--- src/rtl/mul_pkg.sv ---
// -----------------------------------------------------------------------------
// mul_pkg
// Shared definitions for the iterative radix-4 Booth multiply unit.
//   XLEN    : operand width (only 64 is supported)
//   NWIN64  : number of Booth windows for a 64-bit multiply
//   NWIN32  : number of Booth windows for a 32-bit word multiply (mulw)
//   state_e : sequencer state encoding
//   SS/SU/UU: mul_signed encodings
// -----------------------------------------------------------------------------
package mul_pkg;

    localparam int XLEN   = 64;
    localparam int NWIN64 = 33;
    localparam int NWIN32 = 17;

    typedef enum logic [1:0] {
        IDLE = 2'd0,
        BUSY = 2'd1,
        DONE = 2'd2
    } state_e;

    localparam logic [1:0] SS = 2'b11;
    localparam logic [1:0] SU = 2'b10;
    localparam logic [1:0] UU = 2'b00;

    // Sign-extend the low 32 bits of a product to a 64-bit word result.
    function automatic logic [63:0] sext_word(input logic [31:0] w);
        return {{32{w[31]}}, w};
    endfunction

endpackage

--- src/rtl/booth_win_shift.sv ---
// -----------------------------------------------------------------------------
// booth_win_shift
// Operand extension and Booth window shifter for booth_iter_acc.
// On i_load the multiplicand is extended to 65 bits and the multiplier is
// extended to 66 bits with a 0 appended below bit 0, forming the 67-bit
// window register ys. While i_shift is high ys moves right by two bits per
// cycle with sign fill, presenting the next 3-bit radix-4 Booth window.
//
// Ports:
//   clk          in   clock, rising edge
//   rst          in   synchronous active-high reset
//   i_load       in   capture and extend operands
//   i_shift      in   advance ys by one radix-4 window
//   i_mulw       in   32-bit word multiply (use operand bits [31:0])
//   i_mul_signed in   2-bit signedness encoding (SS/SU/UU)
//   i_x          in   multiplicand
//   i_y          in   multiplier
//   o_x65        out  extended multiplicand
//   o_src        out  current Booth window ys[2:0]
//   o_zero       out  every remaining window (current included) is 000 or 111
// -----------------------------------------------------------------------------
module booth_win_shift
    import mul_pkg::*;
(
    input  logic                   clk,
    input  logic                   rst,
    input  logic                   i_load,
    input  logic                   i_shift,
    input  logic                   i_mulw,
    input  logic [1:0]             i_mul_signed,
    input  logic [XLEN-1:0]        i_x,
    input  logic [XLEN-1:0]        i_y,
    output logic [XLEN:0]          o_x65,
    output logic [2:0]             o_src,
    output logic                   o_zero
);

    logic                    w_sx;
    logic                    w_sy;
    logic [XLEN:0]           w_x65;
    logic [XLEN+1:0]         w_y66;

    logic [XLEN:0]           r_x65;
    logic signed [XLEN+2:0]  r_ys;

    // x is signed whenever the top signedness bit is set; y only for SS.
    // For mulw both follow SS, which only affects bits above 31 and so
    // never changes the sign-extended word result.
    always_comb begin
        w_sx = i_mul_signed[1];
        w_sy = (i_mul_signed == SS);
        if (i_mulw) begin
            w_x65 = {{33{i_x[31] & w_sy}}, i_x[31:0]};
            w_y66 = {{34{i_y[31] & w_sy}}, i_y[31:0]};
        end else begin
            w_x65 = {i_x[XLEN-1] & w_sx, i_x};
            w_y66 = {{2{i_y[XLEN-1] & w_sy}}, i_y};
        end
    end

    always_ff @(posedge clk) begin
        if (rst) begin
            r_x65 <= '0;
            r_ys  <= '0;
        end else if (i_load) begin
            r_x65 <= w_x65;
            r_ys  <= {w_y66, 1'b0};
        end else if (i_shift) begin
            r_ys  <= r_ys >>> 2;
        end
    end

    assign o_x65  = r_x65;
    assign o_src  = r_ys[2:0];
    // Sign fill keeps the upper bits equal to the top bit, so once every bit
    // matches, all later windows are 000 or 111 and contribute nothing.
    assign o_zero = (r_ys == '0) || (&r_ys);

endmodule

--- src/rtl/booth_iter_acc.sv ---
// -----------------------------------------------------------------------------
// booth_iter_acc
// Iterative radix-4 Booth multiply sequencer and accumulator. Accepts a
// request in IDLE, feeds one Booth window per cycle to the external
// partial-product generator, accumulates the returned partial product shifted
// by 2*i, and strobes out_valid for one cycle with the 128-bit product (or a
// sign-extended 32-bit word result for mulw).
//
// Optional build macro MUL_EARLY_EXIT_EN: when defined, the sequencer leaves
// BUSY as soon as every remaining Booth window is zero, giving data-dependent
// latency. Results are identical with or without the macro.
//
// Ports:
//   clk          in   clock, rising edge
//   rst          in   synchronous active-high reset
//   mul_valid    in   request valid
//   mul_ready    out  unit can accept (IDLE only)
//   flush        in   abort current operation
//   mulw         in   32-bit word multiply
//   mul_signed   in   11 SS, 10 SU, 0x UU
//   multiplicand in   operand x
//   multiplier   in   operand y
//   pg_x         out  extended multiplicand to generator (0 outside BUSY)
//   pg_src       out  Booth window to generator (000 outside BUSY)
//   pg_part      in   partial product from generator
//   out_valid    out  one-cycle result strobe
//   result_hi    out  product[127:64] (0 for mulw)
//   result_lo    out  product[63:0] (sign-extended word for mulw)
// -----------------------------------------------------------------------------
module booth_iter_acc #(
    parameter int XLEN = 64
) (
    input  logic                  clk,
    input  logic                  rst,
    input  logic                  mul_valid,
    output logic                  mul_ready,
    input  logic                  flush,
    input  logic                  mulw,
    input  logic [1:0]            mul_signed,
    input  logic [XLEN-1:0]       multiplicand,
    input  logic [XLEN-1:0]       multiplier,
    output logic [XLEN:0]         pg_x,
    output logic [2:0]            pg_src,
    input  logic [2*XLEN-1:0]     pg_part,
    output logic                  out_valid,
    output logic [XLEN-1:0]       result_hi,
    output logic [XLEN-1:0]       result_lo
);
    import mul_pkg::*;

`ifdef MUL_EARLY_EXIT_EN
    localparam bit EARLY_EXIT = 1'b1;
`else
    localparam bit EARLY_EXIT = 1'b0;
`endif

    state_e              r_state;
    logic [5:0]          r_cnt;
    logic [2*XLEN-1:0]   r_acc;
    logic                r_mulw;
    logic                r_out_valid;
    logic [XLEN-1:0]     r_res_hi;
    logic [XLEN-1:0]     r_res_lo;

    logic                w_accept;
    logic                w_busy;
    logic                w_last_win;
    logic                w_win_zero;
    logic                w_finish;
    logic [XLEN:0]       w_x65;
    logic [2:0]          w_src;
    logic [2*XLEN-1:0]   w_part_sh;
    logic [2*XLEN-1:0]   w_acc_next;

    assign w_accept   = mul_valid && (r_state == IDLE) && !flush;
    assign w_busy     = (r_state == BUSY);
    assign w_last_win = (r_cnt == (r_mulw ? 6'(NWIN32 - 1) : 6'(NWIN64 - 1)));
    assign w_finish   = w_last_win || (EARLY_EXIT && w_win_zero);

    booth_win_shift u_win (
        .clk          (clk),
        .rst          (rst),
        .i_load       (w_accept),
        .i_shift      (w_busy),
        .i_mulw       (mulw),
        .i_mul_signed (mul_signed),
        .i_x          (multiplicand),
        .i_y          (multiplier),
        .o_x65        (w_x65),
        .o_src        (w_src),
        .o_zero       (w_win_zero)
    );

    // Window i carries weight 4^i; the 128-bit wrap gives the product mod 2^128.
    assign w_part_sh  = pg_part << {r_cnt, 1'b0};
    assign w_acc_next = r_acc + w_part_sh;

    always_ff @(posedge clk) begin
        if (rst) begin
            r_state     <= IDLE;
            r_cnt       <= '0;
            r_acc       <= '0;
            r_mulw      <= 1'b0;
            r_out_valid <= 1'b0;
            r_res_hi    <= '0;
            r_res_lo    <= '0;
        end else begin
            r_out_valid <= 1'b0;
            if (flush) begin
                r_state <= IDLE;
                r_cnt   <= '0;
                r_acc   <= '0;
            end else begin
                case (r_state)
                    IDLE: begin
                        if (mul_valid) begin
                            r_state <= BUSY;
                            r_cnt   <= '0;
                            r_acc   <= '0;
                            r_mulw  <= mulw;
                        end
                    end
                    BUSY: begin
                        r_acc <= w_acc_next;
                        r_cnt <= r_cnt + 6'd1;
                        if (w_finish) begin
                            // Results are taken from the sum that includes
                            // this cycle's partial, so they are valid in DONE.
                            r_state     <= DONE;
                            r_out_valid <= 1'b1;
                            if (r_mulw) begin
                                r_res_hi <= '0;
                                r_res_lo <= sext_word(w_acc_next[31:0]);
                            end else begin
                                r_res_hi <= w_acc_next[2*XLEN-1:XLEN];
                                r_res_lo <= w_acc_next[XLEN-1:0];
                            end
                        end
                    end
                    DONE: begin
                        r_state <= IDLE;
                    end
                    default: begin
                        r_state <= IDLE;
                    end
                endcase
            end
        end
    end

    assign mul_ready = (r_state == IDLE);
    assign pg_x      = w_busy ? w_x65 : '0;
    assign pg_src    = w_busy ? w_src : 3'b000;
    assign out_valid = r_out_valid;
    assign result_hi = r_res_hi;
    assign result_lo = r_res_lo;

endmodule

--- config.mk ---
export PLATFORM = sky130hd
export DESIGN_NAME = booth_iter_acc
export DESIGN_NICKNAME = d
export VERILOG_FILES = /design/src/rtl/mul_pkg.sv /design/src/rtl/booth_win_shift.sv /design/src/rtl/booth_iter_acc.sv
export SDC_FILE = /design/constraint.sdc
export NUM_CORES = 2
export LEC_CHECK = 0
export ABC_AREA = 1
export ABC_CLOCK_PERIOD_IN_PS = 3800
export BUFFER_PORTS_ARGS = -buffer_cell sky130_fd_sc_hd__buf_2
export CAP_MARGIN = 0
export CORE_MARGIN = 8
export CORE_UTILIZATION = 60
export CTS_BUF_LIST = sky130_fd_sc_hd__clkbuf_2 sky130_fd_sc_hd__clkbuf_4 sky130_fd_sc_hd__clkbuf_8
export CTS_CLUSTER_DIAMETER = 120
export DETAILED_ROUTE_END_ITERATION = 12
export GPL_ROUTABILITY_DRIVEN = 0
export MAX_ROUTING_LAYER = met4
export PLACE_DENSITY = 0.91
export SYNTH_ARGS = -nofsm -noshare
export SYNTH_HDL_FRONTEND = slang
export SYNTH_SLANG_ARGS = --single-unit
export TNS_END_PERCENT = 30
--- constraint.sdc ---
create_clock -name clk -period 3.8 [get_ports clk]
set_clock_uncertainty 0.1 [all_clocks]
set_input_delay 0.57 -clock clk [delete_from_list [all_inputs] [get_ports clk]]
set_output_delay 0.57 -clock clk [all_outputs]
set_load 0.05 [all_outputs]
==> impl_metrics.json, run 1 <==
{
  "syn_inst": 6176,
  "initial_core_util": 0.607,
  "synth_cell_types": 43,
  "dieWidth_um": 255,
  "ys_top_cells_by_count": "nand2_1, inv_1, nor2_1",
  "core.rowCount": 87,
  "status": "stopped before the end",
  "synth_area_leaders": "nand2_1, dfxtp_1, inv_1",
  "fp.dieH_um": 255,
  "syn_area_um2": 34200,
  "pre_cts_slack_ns": -0.875,
  "synth_top_area_share": 0.251,
  "hpwl_mm": 124,
  "synth_enable_flop_cells": 0,
  "stop_stage": "5_1_grt",
  "tool.error": "[ERROR GRT-0232] Routing congestion too high. Check the congestion heatmap in the GUI.",
  "clk_path_buf_depth": 3,
  "synth.most_common_cell": "nand2_1",
  "cts-root-buf": "clkbuf_8",
  "grt_overflow": 580,
  "syn_area_per_cell_um2": 5.54,
  "ys_async_sr_fraction": 0,
  "grtUsageTotal": 0.774,
  "grt_start_max_net_pins": 154,
  "clock-sinks": 398,
  "num_io_pins": 461,
  "cts_hold_buf": 0,
  "synth-seq-cells": 398,
  "io_buffers": 460,
  "yosysTopAreaCell": "nand2_1",
  "yosys_warnings": 0,
  "ys_seq_area_frac": 0.233,
  "syn-num-nets": 6569,
  "numCtsBuffers": 71,
  "ys.flop_type": "dfxtp_1",
  "cts_htree_levels": 3
}
==> cells by family after synthesis <==
| family | Yosys count | synth area share |
|---|---|---|
| fa+ha+maj | 130 | 0.0477 |
| simple gates | 3367 | 0.392 |
| flops | 398 | 0.233 |
| xor+xnor | 64 | 0.0166 |
| compound gates | 1058 | 0.173 |
| mux | 50 | 0.0146 |
| buf+inv | 1109 | 0.124 |
==> what timing repair did <==
| item | CTS |
|---|---|
| buffers inserted | 24 |
| endpoints found under the setup margin | 210 |
| pin swaps | 36 |
| gates resized for setup | 306 |
| gates cloned | 1 |
==> per-layer routing <==
metal	global-route usage	GRT overflow
met5	-	-
met4	0.684	136
met3	0.678	57
met2	0.896	316
met1	0.768	71
==> through the flow <==
stage / instance area, um2 / util / cells / TNS (ns)
4_1_cts: 45500 / 0.808 / 8080 / -60.91
3_5_place_dp: 42900 / 0.760 / 7932 / -122.66
2_1_floorplan: 34200 / - / 6176 / 0
3_3_place_gp: 42900 / 0.760 / 7932 / -107.18
==> inputs of run 2 (changes only) <==
Settings changed: CORE_UTILIZATION 60 to 40, CTS_BUF_LIST sky130_fd_sc_hd__clkbuf_2 sky130_fd_sc_hd__clkbuf_4 sky130_fd_sc_hd__clkbuf_8 to default, CTS_CLUSTER_DIAMETER 120 to default, MAX_ROUTING_LAYER met4 to default, PLACE_DENSITY 0.91 to default, PLACE_DENSITY_LB_ADDON from default to 0.15.
==> run 2 against run 1 <==
  * The flow now finishes, with violations (setup timing)
  * Synthesized area unchanged
  * Synthesized cell count stayed put
==> impl_metrics.json, run 2 <==
{
  "vias": 46241,
  "critPathMaxFanout": 25,
  "grt_start_max_net_pins": 178,
  "power_mw": 12.7,
  "ant_nets": 0,
  "yosys_warnings": 0,
  "cts_tree": "yes",
  "ys_seq_area_frac": 0.233,
  "fin_cells": 8640,
  "min_period_ns": 4.39,
  "vdd.ir_drop.worst_mv": 0.350,
  "synth_compound_area_frac": 0.173,
  "maxSlewHeadroom": 0.306,
  "p_per_area_nw_per_um2": 249,
  "largest_reg_flops": 128,
  "place_area_um2": 44800,
  "synth_xor_area_frac": 0.0166,
  "drtIter0Drc": 4988,
  "grt_pass1_wl_mm": 250,
  "muxShareOfSynthArea": 0.0146,
  "crit_top_cell": "nand2_1",
  "synth_enable_flop_cells": 0,
  "whs_path_depth": 3,
  "status": "finished, violations left",
  "initial_core_util": 0.403,
  "end_kind": "register",
  "p_leak_nw": 25.5,
  "hold_class": "in2reg",
  "synth_adder_area_share": 0.0477,
  "io_buffers": 460,
  "clk_path_buf_depth": 3,
  "clkPwrFrac": 0.387,
  "hold_violations": 0,
  "ys_async_sr_fraction": 0,
  "slowest_delay_ns": 0.55,
  "setup_slack_ns": -0.592,
  "synth_top_area_share": 0.251,
  "start_kind": "register",
  "cts_htree_levels": 2,
  "drive_gt1_frac": 0.319,
  "syn_inst": 6176,
  "grtUsageTotal": 0.337,
  "synth-seq-cells": 398,
  "syn-num-nets": 6569,
  "core.rowCount": 107,
  "core_um2": 85000,
  "p_sw_frac": 0.327,
  "violations": "setup timing",
  "grt_overflow": 0,
  "crit_type": "reg2reg",
  "dieWidth_um": 308,
  "max-cap-violations": 0,
  "final_cell_mix": "nand2_1, buf_4, inv_1",
  "clk_pin_slew_ns": 0.07,
  "grt_pass1_vias": 42231,
  "worstRegToRegCells": 28,
  "ys_top_cells_by_count": "nand2_1, inv_1, nor2_1",
  "p_seq_frac": 0.343,
  "viasPerCell": 5.35,
  "syn_to_final_growth_pct": 48.7,
  "dieArea_um2": 95200,
  "first_pass_iters": 9,
  "fin_area_um2": 50900,
  "p_comb_frac": 0.270,
  "power.net_switching_mw": 4.15,
  "routed_wl_mm": 172,
  "slowest_stage": "o211ai_1",
  "numCtsBuffers": 48,
  "yosys.area_share.simple": 0.392,
  "ys.flop_type": "dfxtp_1",
  "max_freq_mhz": 228,
  "final_nets": 7848,
  "antenna_found_initial": 5,
  "wire_per_inst_um": 19.9,
  "syn_area_um2": 34200,
  "p_int_mw": 8.52,
  "synth_area_leaders": "nand2_1, dfxtp_1, inv_1",
  "largest-register": "r_acc",
  "drc_errors": 0,
  "placed_cells": 8497,
  "slew_viol_final": 0,
  "cts_hold_buf": 0,
  "synth_cell_types": 43,
  "clock-sinks": 398,
  "synth.most_common_cell": "nand2_1",
  "setup_tns_ns": -72.93,
  "clock_latency_ns": 0.65,
  "cts-root-buf": "clkbuf_16",
  "worstPathArrival_ns": 4.81,
  "hpwl_mm": 135,
  "fp.dieH_um": 308,
  "yosysTopAreaCell": "nand2_1",
  "finalCritPeriodShare": 1.16,
  "num_io_pins": 461,
  "layout_commonest_cell": "nand2_1",
  "crit_required_ns": 4.22,
  "rsz0062_at_grt": "yes",
  "setup-violations-final": 206,
  "worst_slew_pin_slew_ns": 1.04,
  "synth_top_family_by_area": "simple AND/OR/NAND/NOR gates",
  "syn_area_per_cell_um2": 5.54,
  "pre_cts_slack_ns": -1.06
}
## run 2: worst max-delay path: cells and delay by family (launching register included)
| family | cells | cell delay, ns |
|---|---|---|
| AO/OA/AOI/OAI | 9 | 1.65 |
| adder cells (fa/ha/maj) | 1 | 0.33 |
| buffers and inverters | 7 | 0.79 |
| flip-flops | 1 | 0.38 |
| multiplexers | 1 | 0.11 |
| AND/OR/NAND/NOR | 10 | 0.95 |
## run 2: power by group through the flow
stage          sequential (mW)  combinational [mW]  clock (mW)
2_1_floorplan             4.44                1.36           0
5_1_grt                   4.35                3.62        5.16
6_report                  4.34                3.42        4.91
3_3_place_gp              4.42                2.87           0
4_1_cts                   4.34                3.08        4.99
3_5_place_dp              4.42                2.88           0
## run 2: metal layers
layer / vias to the layer above / GRT usage / wire length, um
li1: 22228 / - / -
met1: 21090 / 0.434 / 67900
met2: 2371 / 0.506 / 72600
met4: 0 / 0.197 / 12300
met5: - / 0 / 0
met3: 552 / 0.0872 / 19300
## run 2: area by class of cell
class,instances,area [um2]
clock inverters,20,279
fillers,8190,34100
flip-flops and latches,398,7980
well taps,1144,1430
clock buffers,67,1400
multi-input cells,4669,25800
diodes,4,10.0
repair buffers,1511,10800
inverters,827,3120
## run 2: through the flow
step / utilization / hold WS [ns]
after detailed placement: 0.527 / 0.343
after floorplan: - / 0.330
after global placement: 0.527 / 0.338
final: 0.599 / 0.0935
after global routing: 0.599 / 0.0927
after CTS: 0.570 / 0.0677
## run 2: worst paths after layout
check                                     start              end  slack [ns]
worst min register to register  u_win.o_x65[31]  u_win.o_x65[31]        0.35
worst max-delay path                   r_cnt[0]       r_acc[115]       -0.59
worst max register to register         r_cnt[0]       r_acc[115]       -0.59
worst min-delay path              mul_signed[1]  u_win.o_x65[64]        0.09
## run 2: kinds of logic after synthesis
family | Yosys count
XOR/XNOR | 64
AND/OR/NAND/NOR | 3367
flip-flops | 398
adder cells (fa/ha/maj) | 130
buffers and inverters | 1109
multiplexers | 50
AO/OA/AOI/OAI | 1058
## run 2: timing repair
action                                  in CTS  in global routing
gates resized for setup                    542                573
gates cloned                                 4                  2
setup buffers                               25                 22
endpoints found under the setup margin     218                228
pin swaps                                   43                 96
No activity file was read; power rests on OpenSTA's default activity.
